--- src/rtl/rf_pulse_pkg.sv ---
// Shared definitions for the multi-channel edge-to-pulse generator.
//   mode_e          : per-channel edge selection (off / rise / fall / both)
//   DEF_SYNC_STAGES : default depth of the input synchroniser chain
package rf_pulse_pkg;

  typedef enum logic [1:0] {
    MODE_OFF  = 2'b00,
    MODE_RISE = 2'b01,
    MODE_FALL = 2'b10,
    MODE_BOTH = 2'b11
  } mode_e;

  localparam int DEF_SYNC_STAGES = 2;

endpackage

--- src/rtl/rf_edge_pulse_ch.sv ---
// One channel of the edge-to-pulse generator: synchroniser, stability
// filter, qualified edge detector and pulse-length counter.
// Ports:
//   clk_i, rst_ni : clock, asynchronous active-low reset
//   signal_i      : raw asynchronous level
//   mode_i        : edge select (rf_pulse_pkg::mode_e encoding)
//   filt_len_i    : extra stable cycles needed before the filtered level moves
//   plen_i        : pulse length in cycles (0 behaves as 1)
//   clr_i         : clears the sticky miss flag
//   pulse_o       : registered output pulse
//   level_o       : filtered, synchronised level
//   miss_o        : sticky flag, an edge was dropped during a running pulse
module rf_edge_pulse_ch
  import rf_pulse_pkg::*;
#(
  parameter int SYNC_STAGES = DEF_SYNC_STAGES,
  parameter int FILT_W      = 4,
  parameter int PULSE_W     = 8,
  parameter int RETRIG      = 1
) (
  input  logic               clk_i,
  input  logic               rst_ni,
  input  logic               signal_i,
  input  logic [1:0]         mode_i,
  input  logic [FILT_W-1:0]  filt_len_i,
  input  logic [PULSE_W-1:0] plen_i,
  input  logic               clr_i,
  output logic               pulse_o,
  output logic               level_o,
  output logic               miss_o
);

  localparam logic [PULSE_W-1:0] P_ONE = PULSE_W'(1);

  logic [SYNC_STAGES-1:0] r_sync;
  logic                   r_filt;
  logic [FILT_W-1:0]      r_cnt;
  logic                   r_evt;
  logic [PULSE_W-1:0]     r_pcnt;
  logic                   r_pulse;
  logic                   r_miss;

  logic                   w_sync_q;
  logic                   w_filt_d;
  logic [FILT_W-1:0]      w_cnt_d;
  logic                   w_rise;
  logic                   w_fall;
  logic                   w_evt;
  mode_e                  w_mode;
  logic [PULSE_W-1:0]     w_plen_eff;
  logic                   w_busy;
  logic [PULSE_W-1:0]     w_pcnt_d;
  logic                   w_miss_set;
  logic                   w_miss_d;

  assign w_sync_q = r_sync[SYNC_STAGES-1];
  assign w_mode   = mode_e'(mode_i);

  // Filter: the counter tracks how many consecutive cycles the synchronised
  // level has disagreed with the filtered one; it resets on agreement.
  always_comb begin
    w_filt_d = r_filt;
    w_cnt_d  = '0;
    if (w_sync_q != r_filt) begin
      if (r_cnt == filt_len_i) begin
        w_filt_d = w_sync_q;
      end else begin
        w_cnt_d = r_cnt + 1'b1;
      end
    end
  end

  // Edge is detected on the cycle the filtered level is about to change and
  // qualified by the mode seen in that same cycle.
  assign w_rise = w_filt_d & ~r_filt;
  assign w_fall = ~w_filt_d & r_filt;

  always_comb begin
    w_evt = 1'b0;
    case (w_mode)
      MODE_RISE: w_evt = w_rise;
      MODE_FALL: w_evt = w_fall;
      MODE_BOTH: w_evt = w_rise | w_fall;
      default:   w_evt = 1'b0;
    endcase
  end

  // Pulse counter. A count of 1 is the final high cycle, so an event there
  // reloads directly and the next pulse follows with no low gap.
  assign w_plen_eff = (plen_i == '0) ? P_ONE : plen_i;
  assign w_busy     = (r_pcnt > P_ONE);
  assign w_miss_set = (RETRIG == 0) && r_evt && w_busy;

  always_comb begin
    w_pcnt_d = (r_pcnt != '0) ? (r_pcnt - P_ONE) : '0;
    if (r_evt && (!w_busy || (RETRIG != 0))) begin
      w_pcnt_d = w_plen_eff;
    end
  end

  // A new miss wins over a simultaneous clear.
  always_comb begin
    w_miss_d = r_miss;
    if (w_miss_set) begin
      w_miss_d = 1'b1;
    end else if (clr_i) begin
      w_miss_d = 1'b0;
    end
  end

  always_ff @(posedge clk_i or negedge rst_ni) begin
    if (!rst_ni) begin
      r_sync  <= '0;
      r_filt  <= 1'b0;
      r_cnt   <= '0;
      r_evt   <= 1'b0;
      r_pcnt  <= '0;
      r_pulse <= 1'b0;
      r_miss  <= 1'b0;
    end else begin
      r_sync[0] <= signal_i;
      for (int i = 1; i < SYNC_STAGES; i++) begin
        r_sync[i] <= r_sync[i-1];
      end
      r_filt  <= w_filt_d;
      r_cnt   <= w_cnt_d;
      r_evt   <= w_evt;
      r_pcnt  <= w_pcnt_d;
      r_pulse <= (w_pcnt_d != '0);
      r_miss  <= w_miss_d;
    end
  end

  assign pulse_o = r_pulse;
  assign level_o = r_filt;
  assign miss_o  = r_miss;

endmodule

--- src/rtl/rf_edge_pulse_gen.sv ---
// Multi-channel edge-to-pulse generator: NUM_CH independent channels, each
// turning qualified edges of a deglitched asynchronous level into pulses of
// programmable length.
// Ports:
//   clk_i, rst_ni : clock, asynchronous active-low reset
//   signal_i      : raw levels, one bit per channel
//   mode_i        : 2 bits per channel, 00 off / 01 rise / 10 fall / 11 both
//   filt_len_i    : FILT_W bits per channel, filter length
//   plen_i        : PULSE_W bits per channel, pulse length (0 behaves as 1)
//   clr_i         : per-channel miss clear
//   pulse_o       : per-channel pulses
//   level_o       : per-channel filtered level
//   miss_o        : per-channel sticky dropped-edge flag (RETRIG=0 only)
module rf_edge_pulse_gen
  import rf_pulse_pkg::*;
#(
  parameter int NUM_CH      = 4,
  parameter int SYNC_STAGES = DEF_SYNC_STAGES,
  parameter int FILT_W      = 4,
  parameter int PULSE_W     = 8,
  parameter int RETRIG      = 1
) (
  input  logic                      clk_i,
  input  logic                      rst_ni,
  input  logic [NUM_CH-1:0]         signal_i,
  input  logic [2*NUM_CH-1:0]       mode_i,
  input  logic [FILT_W*NUM_CH-1:0]  filt_len_i,
  input  logic [PULSE_W*NUM_CH-1:0] plen_i,
  input  logic [NUM_CH-1:0]         clr_i,
  output logic [NUM_CH-1:0]         pulse_o,
  output logic [NUM_CH-1:0]         level_o,
  output logic [NUM_CH-1:0]         miss_o
);

  for (genvar c = 0; c < NUM_CH; c++) begin : g_ch
    rf_edge_pulse_ch #(
      .SYNC_STAGES (SYNC_STAGES),
      .FILT_W      (FILT_W),
      .PULSE_W     (PULSE_W),
      .RETRIG      (RETRIG)
    ) u_ch (
      .clk_i      (clk_i),
      .rst_ni     (rst_ni),
      .signal_i   (signal_i[c]),
      .mode_i     (mode_i[2*c +: 2]),
      .filt_len_i (filt_len_i[FILT_W*c +: FILT_W]),
      .plen_i     (plen_i[PULSE_W*c +: PULSE_W]),
      .clr_i      (clr_i[c]),
      .pulse_o    (pulse_o[c]),
      .level_o    (level_o[c]),
      .miss_o     (miss_o[c])
    );
  end

endmodule

--- config.mk ---
export PLATFORM = sky130hd
export DESIGN_NAME = rf_edge_pulse_gen
export DESIGN_NICKNAME = d
export VERILOG_FILES = /design/src/rtl/rf_pulse_pkg.sv /design/src/rtl/rf_edge_pulse_ch.sv /design/src/rtl/rf_edge_pulse_gen.sv
export SDC_FILE = /design/constraint.sdc
export NUM_CORES = 1
export LEC_CHECK = 0
export ABC_AREA = 1
export CORE_MARGIN = 8
export CORE_UTILIZATION = 40
export DETAILED_ROUTE_END_ITERATION = 12
export GPL_TIMING_DRIVEN = 0
export SYNTH_ARGS = -nofsm -noshare
export SYNTH_HDL_FRONTEND = slang
export SYNTH_SLANG_ARGS = --single-unit
--- constraint.sdc ---
create_clock -name clk_i -period 3.85 [get_ports clk_i]
set_input_delay 0.77 -clock clk_i [delete_from_list [all_inputs] [get_ports clk_i]]
set_output_delay 0.77 -clock clk_i [all_outputs]
set_load 0.05 [all_outputs]
# == Yosys cells after proc, flatten, opt, wreduce, memory -nomap -nowiden ==
# Index checks and enable logic that the tools add are counted.
# W data, S select, Z words.
# classes
addsub,8
eq_ne,20
muxes,32
bitwise_logic,20
n_reduce_logical,12
# ops
op,n
$mux W8,12
$reduce_bool A8 Y1,8
$logic_not A8 Y1,4
$mux W4,8
$sub A8 B1 Y8 const B,4
$add A4 B1 Y4 const B,4
$eq A2 B2 Y1 const B,8
$eq A4 B4 Y1,4
$pmux W1 S3,4
$and A1 B1 Y1,8
$eq A2 B1 Y1 const B,4
$mux W1,8
$not A1 Y1,8
$ne A1 B1 Y1,4
$or A1 B1 Y1,4
# word_totals
register_bits,68
output_inout_bits,12
wordCells,116

# == Longest topological paths before layout ==
# depth
ltp_word,7
depth_mapped,11
depth_no_buf,11

# == Hierarchy ==
# A second synthesis with hierarchy kept.
# unflattened
cells_unflattened,536
hier_area_um2,4237.8
# modules_own_cells
mod,n_inst,cells_each,area_each_um2,seq_area_each_um2
rf_edge_pulse_ch (g_ch[1].u_ch ...),3,133,1071.0,425.4
rf_edge_pulse_ch (g_ch[0].u_ch),1,137,1024.7,425.4

# == Worst setup path before layout ==
# No wires, ideal clock.
# synth_timing
path_kind,in2reg
start,input port filt_len_i[4]
end,register g_ch[1].u_ch.r_evt
setup_time_ns,0.065
t_arrival_ns,1.892
required_time_ns,3.785
slack_ns,1.894
cell_stages,8
path_cell_list,xnor2_1 nand4_1 o21ai_0 inv_1 ha_1 a21oi_1 o21ai_0 nand2_1
# synth_via
elab_chain_cells,7
# synth_lines
element,line,rtl
from (decl),rf_edge_pulse_gen.sv:27,"input logic [FILT_W*NUM_CH-1:0] filt_len_i,"
$eq A4 B4 Y1 *,rf_edge_pulse_ch.sv:65,if (r_cnt == filt_len_i) begin
$mux W1 *,rf_edge_pulse_ch.sv:65,
$mux W1 *,rf_edge_pulse_ch.sv:64,if (w_sync_q != r_filt) begin
net g_ch[1].u_ch.w_filt_d,rf_edge_pulse_ch.sv:44,logic w_filt_d;
$not A1 Y1,rf_edge_pulse_ch.sv:76,assign w_fall = ~w_filt_d & r_filt;
$and A1 B1 Y1,rf_edge_pulse_ch.sv:76,
$or A1 B1 Y1,rf_edge_pulse_ch.sv:83,MODE_BOTH: w_evt = w_rise | w_fall;
$pmux W1 S3 *,rf_edge_pulse_ch.sv:80,case (w_mode)
net g_ch[1].u_ch.w_evt,rf_edge_pulse_ch.sv:48,logic w_evt;
to (signal assigned),rf_edge_pulse_ch.sv:127,r_evt <= w_evt;
to (decl),rf_edge_pulse_ch.sv:38,logic r_evt;
# The timed path passes the listed nets; every way through them passes the cells marked *.

# == Worst setup path after layout ==
# layout_timing
start,register g_ch[1].u_ch.r_filt
end,output port level_o[1]
# layout_rtl
element,line,rtl
from (decl),rf_edge_pulse_ch.sv:36,logic r_filt;
from (signal assigned),rf_edge_pulse_ch.sv:125,r_filt <= w_filt_d;
to (decl),rf_edge_pulse_gen.sv:31,"output logic [NUM_CH-1:0] level_o,"
# No word-level cell between the ends.

==> summary.txt <==
Floorplanning
  • Die Y: 116.5 um
  • IO Pins: 78
  • Die X: 116.5 um
  • Die area: 0.01358 mm2
  • Core Footprint: 0.009774 mm2
  • Initial Util: 41.37%
  • Row Count: 36

Worst setup path
  • Worst r2r src: g_ch[1].u_ch.r_cnt[2]
  • CP max FO: 5
  • Worst setup EP type: output pin
  • Reg2reg end: g_ch[1].u_ch.r_evt
  • R2R Setup Slk: 2.01 ns
  • Worst r2r path cells: 8
  • Type of origin of the critical path: flop
  • Critical Path AT: 1.66 ns
  • Worst Path Required: 3.08 ns
  • Setup Crit Path Kind: reg -> out

Finish
  • Layout area overhead: 26.39%
  • Reg area: 0.001702 mm2
  • Post-Layout Cell Count: 743
  • Fin nets: 691
  • Layout fillers: 967
  • Antenna cells: 0
  • Layout cells sized above 1: 10.16%
  • Multi-input gate area: 0.001939 mm2

Clock network
  • Clk buf depth: 2
  • Root buffer cell: clkbuf_8
  • Post-CTS setup buffer count: 0
  • Clock transition at the registers of the reported paths: 0.08 ns
  • CTS resizes: 0
  • Clock latency on the worst-skew pair: 0.33 ns
  • Hold_buf cts: 0
  • H-tree levels: 3
  • Clock sinks: 68
  • CTS tree: done
  • Number of clock buffers inserted by TritonCTS: 9

Pwr
  • Peak supply drop: 0.2662 mV
  • PwrDens: 703.0 mW/mm2
  • Pleak: 2.594 nW

GRT
  • First-pass GRT wire length: 14,300 um
  • Antenna violations before repair: 0
  • Vias in the first global route: 3,366
  • Pin count of the biggest net entering global routing: 69
  • Remaining Overflow, GRT: 0
  • Total GRT Usage: 13.04%

STA
  • Max Transition Viols Final: 0
  • FMAX: 410.7 MHz
  • Tcrit/Tclk final: 63.24%
  • Max-slew headroom: 42.75%
  • Worst Clk Skew: 0.01299 ns
  • Final critical-path required period: 2.435 ns
  • Final hold slack: 0.3512 ns
  • Final hold vios: 0
  • RSZ-0062 raised after global routing: false
  • Actual slew at the worst max-slew pin: 0.8587 ns
  • Final setup fails: 0

Logic synthesis
  • Register area share after synthesis: 42.08%
  • Cell taking the most area after synthesis: dfrtp_1
  • Ys Warns: 0
  • Ys flop type: dfrtp_1
  • Post-synth EDFFs: 0
  • Yosys top cell area share: 42.08%
  • Yosys reg bits: 68
  • Mapped cell area: 0.004044 mm2
  • Distinct cells, synth: 23
  • Ranking of synthesized cells by area: dfrtp_1 42%, nand2_1 14%, inv_1 6.8%
  • Share of flip-flops with an asynchronous set or reset: 100.0%
  • Post-Syn Area per Cell: 7.747 um2
  • Cell count after synthesis: 522
  • Top post-synthesis cells by count: 150 x nand2_1, 73 x inv_1, 68 x dfrtp_1, 54 x nor2_1, 43 x nand3_1
  • Most frequent cell after synthesis: nand2_1

Min path
  • Hold depth: 0
  • Worst hold path class: reg -> reg
  • Worst Min Path Start: g_ch[1].u_ch.r_sync[0]
  • Hold endpoint: g_ch[1].u_ch.r_sync[1]

Detailed routing
  • DRC violations left: 0
  • Vias per cell: 4.431
  • Initial DRC count: 163
  • Total Routed Length: 8128 um
  • Pre-antenna DRT Iters: 4
  • Post-DR wirelength/cell: 10.94 um
  • Total number of vias: 3,292
  • Post-route ant nets: 0

Placed design
  • Buffers on Ports: 69
  • Gpl congestion: 0.8098
  • DP Wirelength: 6441 um
  • Placed Cells: 727

Status
  • Status: finished, final reports clean

Flow run
  • Max-Cap Viols: 0
state kept, by name (all words and copies together), names as in the netlist:
name and cells:
g_ch.u_ch.level_o 4, g_ch.u_ch.pulse_o 4, g_ch.u_ch.r_cnt 16, g_ch.u_ch.r_evt 4
g_ch.u_ch.r_pcnt 32, g_ch.u_ch.r_sync 8
layer usage:
metal  vias to the layer above  part of all wire, %  global-route usage (%)  wire length, um
met3                        12                  5.6                   4.085              454
li1                       1752                    -                       -                -
met5                         -                    0                       0                0
met2                        53                   47                   22.38             3842
met1                      1475                   46                   14.84             3706
met4                         0                  1.5                   5.119              125
placed cells by master, fill, tap and decap left out, types with 6 or more instances in the layout:
| cell | instances |
|---|---|
| nor2_4 | 10 |
| nand4_1 | 10 |
| inv_1 | 73 |
| nand3_1 | 43 |
| nand2_2 | 8 |
| xnor2_1 | 20 |
| clkdlybuf4s50_1 | 68 |
| xor2_1 | 15 |
| nor2_1 | 54 |
| ha_1 | 20 |
| nand2_1 | 150 |
| inv_2 | 6 |
| clkbuf_8 | 10 |
| o21ai_0 | 11 |
| buf_4 | 16 |
| dfrtp_1 | 68 |
power breakdown:
part           switching [mW]  internal, mW  total, mW  leakage (nW)
registers               0.213         0.982       1.19         0.827
clock network           0.273         0.316      0.589        0.0983
logic                    1.10         0.707       1.81          1.67
critical path, cell delays in order, from the launching register on:
cell and delay, ns:
dfrtp_1 0.41, buf_4 0.14, clkdlybuf4s50_1 0.79
worst max path at each step:
stage                                     from                     end  cells past startpoint
final                     g_ch[1].u_ch.level_o              level_o[1]                      2
after global placement                  rst_ni  g_ch[1].u_ch.r_pcnt[4]                      1
after floorplan                  filt_len_i[4]      g_ch[1].u_ch.r_evt                      8
after global routing      g_ch[1].u_ch.level_o              level_o[1]                      2
after detailed placement         filt_len_i[4]      g_ch[1].u_ch.r_evt                      9
after CTS                 g_ch[1].u_ch.level_o              level_o[1]                      2
cells by family (layout without fill, tap and decap cells):
family          count (synthesis)  after routing  synth area share, %
simple gates                  281            281                30.66
buf+inv                        95            180                10.24
flops                          68             68                42.08
xor+xnor                       35             35                7.581
compound gates                 22             22                3.156
fa+ha+maj                      20             20                6.188
other cells                     1              4              0.09273
cell type report:
class | count | share of cell area (%)
repair buffers | 69 | 13.46
well taps | 133 | 3.256
plain buffers | 16 | 2.301
multi-input cells | 362 | 37.94
flip-flops and latches | 68 | 33.29
inverters | 79 | 5.802
clock inverters | 6 | 1.248
clock buffers | 10 | 2.693
metrics by stage:
step / setup TNS [ns] / instance area [um2] / total power [mW] / utilization (%) / worst slack, ns
floorplan: 0 / 4055 / 2.591 / - / 1.894
global placement: -23.38 / 4912 / 2.998 / 50.26 / -0.3492
detailed placement: 0 / 4910 / 3.035 / 50.23 / 1.212
CTS: 0 / 5111 / 3.646 / 52.29 / 1.384
global route: 0 / 5111 / 3.967 / 52.29 / 1.350
finish: 0 / 5111 / 3.593 / 52.29 / 1.415
Note: power is estimated with default switching activity, not from simulation.
